<file path="config.mk">
export PLATFORM = sky130hd
export DESIGN_NAME = key_event_decoder
export DESIGN_NICKNAME = d
export VERILOG_FILES = /design/src/rtl/key_event_decoder.sv
export SDC_FILE = /design/constraint.sdc
export NUM_CORES = 1
export LEC_CHECK = 0
export ABC_AREA = 1
export BUFFER_PORTS_ARGS = -buffer_cell sky130_fd_sc_hd__buf_2
export CORE_MARGIN = 2
export CORE_UTILIZATION = 50
export DETAILED_ROUTE_END_ITERATION = 10
export PLACE_DENSITY = 0.74
export SLEW_MARGIN = 20
export SYNTH_ARGS = -nofsm -noshare
export SYNTH_HDL_FRONTEND = slang
export SYNTH_SLANG_ARGS = --single-unit
</file>
<file path="constraint.sdc">
create_clock -name clk -period 4.9 [get_ports clk]
set_input_delay 0.49 -clock clk [delete_from_list [all_inputs] [get_ports clk]]
set_output_delay 0.49 -clock clk [all_outputs]
set_load 0.05 [all_outputs]
</file>
<file path="src/rtl/key_event_decoder.sv">
// key_event_decoder
// Turns a debounced, active-low key level into one-cycle event pulses:
// click, double-click, long-press and auto-repeat while held after a long
// press. One five-state FSM and one shared 24-bit interval counter do all
// the timing; every output is a flop.
//
// Handshake note: this block has no valid/ready interfaces. Each pulse is a
// single-cycle strobe with no back-pressure, so consumers must sample it
// every cycle.

module key_event_decoder #(
  parameter logic [23:0] LONG_CNT   = 24'd12000000,
  parameter logic [23:0] DCLICK_CNT = 24'd3600000,
  parameter logic [23:0] REPEAT_CNT = 24'd2400000
) (
  input  logic       clk,
  input  logic       rst_n,
  input  logic       key_level,
  output logic       click_pulse,
  output logic       dclick_pulse,
  output logic       long_pulse,
  output logic       repeat_pulse,
  output logic       busy,
  output logic [2:0] state_dbg
);

  // FSM encoding; IDLE is zero so busy is simply "state is non-zero".
  localparam logic [2:0] ST_IDLE   = 3'd0;
  localparam logic [2:0] ST_PRESS1 = 3'd1;
  localparam logic [2:0] ST_WAIT2  = 3'd2;
  localparam logic [2:0] ST_PRESS2 = 3'd3;
  localparam logic [2:0] ST_LONG   = 3'd4;

  // The counter starts at 0 on the edge that enters a state, so the k-th
  // edge after entry sees cnt == k-1. Comparing with PARAM-1 therefore
  // fires exactly PARAM edges after entry.
  localparam logic [23:0] LONG_LAST   = LONG_CNT   - 24'd1;
  localparam logic [23:0] DCLICK_LAST = DCLICK_CNT - 24'd1;
  localparam logic [23:0] REPEAT_LAST = REPEAT_CNT - 24'd1;

  logic        key_d;
  logic        fall;
  logic        rise;
  logic [2:0]  state;
  logic [2:0]  state_nxt;
  logic [23:0] cnt;
  logic        cnt_clr;
  logic        click_nxt;
  logic        dclick_nxt;
  logic        long_nxt;
  logic        repeat_nxt;

  // key_d resets to 1 (released). A key held low through reset release is
  // therefore seen as a fresh press on the first edge.
  assign fall = key_d & ~key_level;
  assign rise = ~key_d & key_level;

  assign state_dbg = state;

  // Delay the key level by one clock for edge detection.
  always_ff @(posedge clk or negedge rst_n) begin
    if (!rst_n) begin
      key_d <= 1'b1;
    end else begin
      key_d <= key_level;
    end
  end

  // Next-state and pulse decode; a key edge always beats a counter expiry.
  always_comb begin
    state_nxt  = state;
    cnt_clr    = 1'b0;
    click_nxt  = 1'b0;
    dclick_nxt = 1'b0;
    long_nxt   = 1'b0;
    repeat_nxt = 1'b0;
    case (state)
      ST_IDLE: begin
        if (fall) begin
          state_nxt = ST_PRESS1;
        end
      end
      ST_PRESS1: begin
        if (rise) begin
          state_nxt = ST_WAIT2;
        end else if (cnt == LONG_LAST) begin
          long_nxt  = 1'b1;
          state_nxt = ST_LONG;
        end
      end
      ST_WAIT2: begin
        if (fall) begin
          state_nxt = ST_PRESS2;
        end else if (cnt == DCLICK_LAST) begin
          click_nxt = 1'b1;
          state_nxt = ST_IDLE;
        end
      end
      ST_PRESS2: begin
        // No long-press detection here: the second press only ends in a
        // double-click, however long it is held.
        if (rise) begin
          dclick_nxt = 1'b1;
          state_nxt  = ST_IDLE;
        end
      end
      ST_LONG: begin
        if (rise) begin
          state_nxt = ST_IDLE;
        end else if (cnt == REPEAT_LAST) begin
          repeat_nxt = 1'b1;
          cnt_clr    = 1'b1;
        end
      end
      default: begin
        state_nxt = ST_IDLE;
      end
    endcase
    // Every state entry restarts the interval counter.
    if (state_nxt != state) begin
      cnt_clr = 1'b1;
    end
  end

  // FSM state and shared interval counter.
  always_ff @(posedge clk or negedge rst_n) begin
    if (!rst_n) begin
      state <= ST_IDLE;
      cnt   <= 24'd0;
    end else begin
      state <= state_nxt;
      if (cnt_clr) begin
        cnt <= 24'd0;
      end else begin
        cnt <= cnt + 24'd1;
      end
    end
  end

  // Registered outputs; busy follows the state being entered so it falls
  // in the same cycle as the final pulse.
  always_ff @(posedge clk or negedge rst_n) begin
    if (!rst_n) begin
      click_pulse  <= 1'b0;
      dclick_pulse <= 1'b0;
      long_pulse   <= 1'b0;
      repeat_pulse <= 1'b0;
      busy         <= 1'b0;
    end else begin
      click_pulse  <= click_nxt;
      dclick_pulse <= dclick_nxt;
      long_pulse   <= long_nxt;
      repeat_pulse <= repeat_nxt;
      busy         <= (state_nxt != ST_IDLE);
    end
  end

endmodule

</file>
Word-level counts from Yosys, hierarchy flattened --
Index checks and enable logic that the tools add are counted.
Operators by class: $add $sub $neg 1, eq/ne operators 8, multiplexer cells 20, bitwise operators 4, reduce and logical (&&, ||, !) cells 3
Operators with widths (number):
- 24-bit by 22-bit equality test with 1-bit output, second input constant | 2
- 24-bit by 1-bit adder with 24-bit output, second input constant | 1
- 24-bit equality test, second input constant | 1
- 24-bit two-way mux | 1
- 3-bit two-way mux | 6
- 1-bit two-way mux | 12
- 3-bit one-hot mux with 4 select lines | 1
- 3-bit by 2-bit equality test with 1-bit output, second input constant | 2
- 3-bit by 1-bit equality test with 1-bit output, second input constant | 1
- 3-bit equality test, second input constant | 1
- 3-bit logical NOT | 1
- 3-bit inequality test | 1
- 3-bit nonzero test | 1
- 1-bit AND | 2
- 1-bit inverter | 2
- 2-bit OR reduction | 1
Storage, ports and cells: bits in registers 33, input port bits 3, output and inout bits 8, word-level logic and storage cells 44

Logic depth before layout (Yosys ltp) --
depth in word-level cells 7, depth in mapped cells 13, depth with buffers taken out 12

Worst setup path before layout --
No wires, ideal clock.
kind reg-to-reg, start reg state[1] (netlist: state_dbg[1]), end reg cnt[10], library setup time 0.121 ns, arrival time 1.643 ns, data required time 4.779 ns, slack 3.136 ns, stages on the path, launching flop included 10, path buffers 1, clock period less this slack 1.764 ns, cell sequence dfrtp_1 -> inv_1 -> nand3_1 -> nor2_1 -> nand4_1 -> nand4_1 -> nor2_2 -> nand2_4 -> buf_12 -> nor2_2
On the way: cells in the longest elaborated chain, start to end 6, elaborated cells between the ends (all ways) 17, classes of those cells eq/ne (5); mux (10); reduce/logical (2)
RTL lines:
- from (decl) | line 44 | logic [2:0] state;
- from (signal assigned) | line 131 | state <= state_nxt;
- 3-bit equality test (tied with other cells) | line 77 | case (state)
- 2-bit OR reduction (no source line) (tied with other cells)
- 3-bit one-hot mux with 4 select lines | line 77
- 3-bit inequality test | line 120 | if (state_nxt != state) begin
- 1-bit two-way mux * | line 120
- 24-bit two-way mux * | line 132 | if (cnt_clr) begin
- to (signal assigned) | line 135 | cnt <= cnt + 24'd1;
- to (decl) | line 46 | logic [23:0] cnt;
Every way passes the cells marked *; elsewhere a longest branch is shown, timed or not.

Final worst setup path --
start reg cnt[0], end reg cnt[1]
On the way: cells in the longest elaborated chain, start to end 7, elaborated cells between the ends (all ways) 15, classes of those cells add/sub (1); eq/ne (4); mux (10)
RTL lines (line):
- 24-bit by 22-bit equality test with 1-bit output / 24-bit equality test (equally long branches) | 94, 86
- 3-bit two-way mux (on tied branches) | 94, 86
- 3-bit two-way mux (on tied branches) | 92, 84
- 3-bit one-hot mux with 4 select lines | 77
- 3-bit inequality test | 120
- 1-bit two-way mux | 120
- 24-bit two-way mux * | 132
Marks and branches as above.

==> impl_metrics.yaml <==
detailed_routing:
  vias: 1646
  dr.pass1.iters: 4
  drc: 0
  ant_nets: 0
  drtIter0Drc: 127
  via_per_inst: 5.10
  drt_wl_total_um: 4140
  wire_per_inst_um: 12.8
sta:
  relSlewSlack: 0.519
  hold_viol: 0
  setup_slack_ps: 2880
  tightest_slew_ps: 722
  fin_crit_sh: 0.413
  skew_ps: 3.79
  final-setup-viol-count: 0
  slew_viol_final: 0
  tns_ps: 0
  rsz0062_at_grt: "no"
  clock.fmax_ghz: 0.495
  period_needed_ps: 2020
synth:
  syn_inst: 257
  synth_area_leader_cell: "dfrtp_1"
  synth_cell_types: 27
  avgSynthCellArea_sq_um: 7.82
  synth-seq-cells: 33
  yosysTopAreaCellShare: 0.399
  seq_area_frac_synth: 0.412
  yosys_warnings: 0
  synth_nets: 261
  synth_area_sq_um: 2010
  ys_top_cells_by_area: "dfrtp_1 40%, nand2_1 9.9%, nor2_1 7.5%, xor2_1 6.5%, inv_1 6.4%"
global_routing:
  grt_start_max_net_pins: 34
  antenna_found_initial: 0
  grt_pass1_wl_um: 7100
  track_usage: 0.215
  grt_pass1_vias: 1517
  grt-ovfl-total: 0
layout:
  fillers: 382
  final-instance-count-excl-fill: 323
  layout_commonest_cell: "nand2_1"
  final_cell_mix: "53 x nand2_1, 40 x nor2_1, 34 x inv_1"
  areaGrowthSynthToFinish_pct: 8.65
  insertedDiodeCount: 0
  final_nets: 276
  drive_above_1_share: 0.194
floorplanning:
  io_pins: 11
  core_area_sq_um: 3940
  die_area_sq_um: 4540
  rows: 23
  die_h_um: 67.4
  die_w_um: 67.4
  initial_utilization: 0.510
worst_setup_path:
  cp_max_fo: 24
  end_kind: "register"
  startpoint_type: "register"
  crit_required_ps: 5060
  path_delay_family: "simple AND/OR/NAND/NOR gates"
  critical_path.startpoint: "cnt[0]$_DFF_PN0_"
  r2r_start: "cnt[0]$_DFF_PN0_"
  crit_buf_inv: 0
  crit_slowest_cell: "dfrtp_1"
  critPathKind: "reg -> reg"
  cpPeakStageDelay_ps: 430
  path_cells: "ha_1 > nand4_2 > nor2_4 > nand3_2 > a21oi_1 > nand2_2 > nand2_4 > nor2_1"
  arrival_ps: 2180
status:
  status: "finished, final reports clean"
cts:
  clkTransAtPathRegs_ps: 70
  cts_max_level: 2
  hold_buffers: 0
  insertion_delay_ps: 290
  cts_setup_buffers: 0
  numCtsBuffers: 5
  numClockSinks: 33
  cts_resized: 0
  cts_tree: "yes"
  clk_path_buf_depth: 2
  root_buffer: "clkbuf_8"
placed_design:
  pre_cts_slack_ps: 2880
  placedCellCount: 315
  gp_congestion: 0.948
  placement.io_buffers: 10
  dp_hpwl_um: 3170
pwr:
  p_total_uw: 827
  ir_drop_v: 0.000209
  powerDensity_nw_per_um2: 379
  power_leakage_nw: 0.943
min_path:
  min-delay-path-class: "in -> async"
flow_run:
  cap_violations: 0
## per-stage QoR
| stage | utilization | area (sq um) | hold WS [ps] |
|---|---|---|---|
| final | 0.554 | 2180 | 253 |
| after global routing | 0.554 | 2180 | 313 |
| after CTS | 0.554 | 2180 | 277 |
| after detailed placement | 0.528 | 2080 | 529 |
| after global placement | 0.528 | 2080 | 511 |
| after floorplan | - | 2010 | 194 |
## cell usage after synthesis, drive strengths merged
| cell type | n |
|---|---|
| nor4 | 4 |
| dfrtp | 32 |
| dfstp | 1 |
| o21ai | 2 |
| o31ai | 1 |
| inv | 36 |
| nor2 | 63 |
| nand3b | 1 |
| nand2 | 59 |
| clkinv | 1 |
| a21oi | 2 |
| o22ai | 1 |
| ha | 1 |
| buf | 2 |
| nand4 | 14 |
| xnor2 | 3 |
| nor3 | 6 |
| nand3 | 12 |
| xor2 | 15 |
| and2 | 1 |
## flip-flops by register name, summed over array words and instances, names as in the netlist
name / cells
busy: 1
click_pulse: 1
cnt: 24
dclick_pulse: 1
key_d: 1
long_pulse: 1
repeat_pulse: 1
state_dbg: 3
## layer usage
metal | vias up | track usage | share of wire
met5 | - | 0 | 0
met3 | 8 | 0.0567 | 0.059
met4 | 0 | 0.0765 | 0.016
li1 | 834 | - | -
met1 | 754 | 0.303 | 0.48
met2 | 50 | 0.317 | 0.44
## worst paths after layout
check                                          to  slack [ps]  cells after the start
setup / recovery                 cnt[1]$_DFF_PN0_        2880                      8
hold / removal             state_dbg[1]$_DFF_PN0_         250                      1
setup reg to reg                 cnt[1]$_DFF_PN0_        2880                      8
hold reg to reg                  cnt[0]$_DFF_PN0_         540                      1
max in group asynchronous       cnt[18]$_DFF_PN0_        4180                      1
min in group clk                  key_d$_DFF_PN1_         320                      1
## cells by family after synthesis
group / Yosys count / share of synthesized area
flops: 33 / 0.412
fa+ha+maj: 1 / 0.00623
buf+inv: 39 / 0.0890
simple gates: 160 / 0.398
xor+xnor: 18 / 0.0785
compound gates: 6 / 0.0168
## power by group
group,internal (mW),switching [mW]
logic,0.0580,0.224
registers,0.294,0.0247
clock network,0.127,0.0991
total,0.479,0.348
## cell type report
class                           instances  area [sq um]  area share
Multi-Input combinational cell        185          1000       0.460
Sequential cell                        33           827       0.379
Inverter                               37           139      0.0636
Clock buffer                            7          96.3      0.0441
Tap cell                               50          62.6      0.0287
Timing Repair Buffer                   10          50.0      0.0229
Clock inverter                          1          5.00     0.00229
Note: power is estimated with default switching activity, not from simulation.
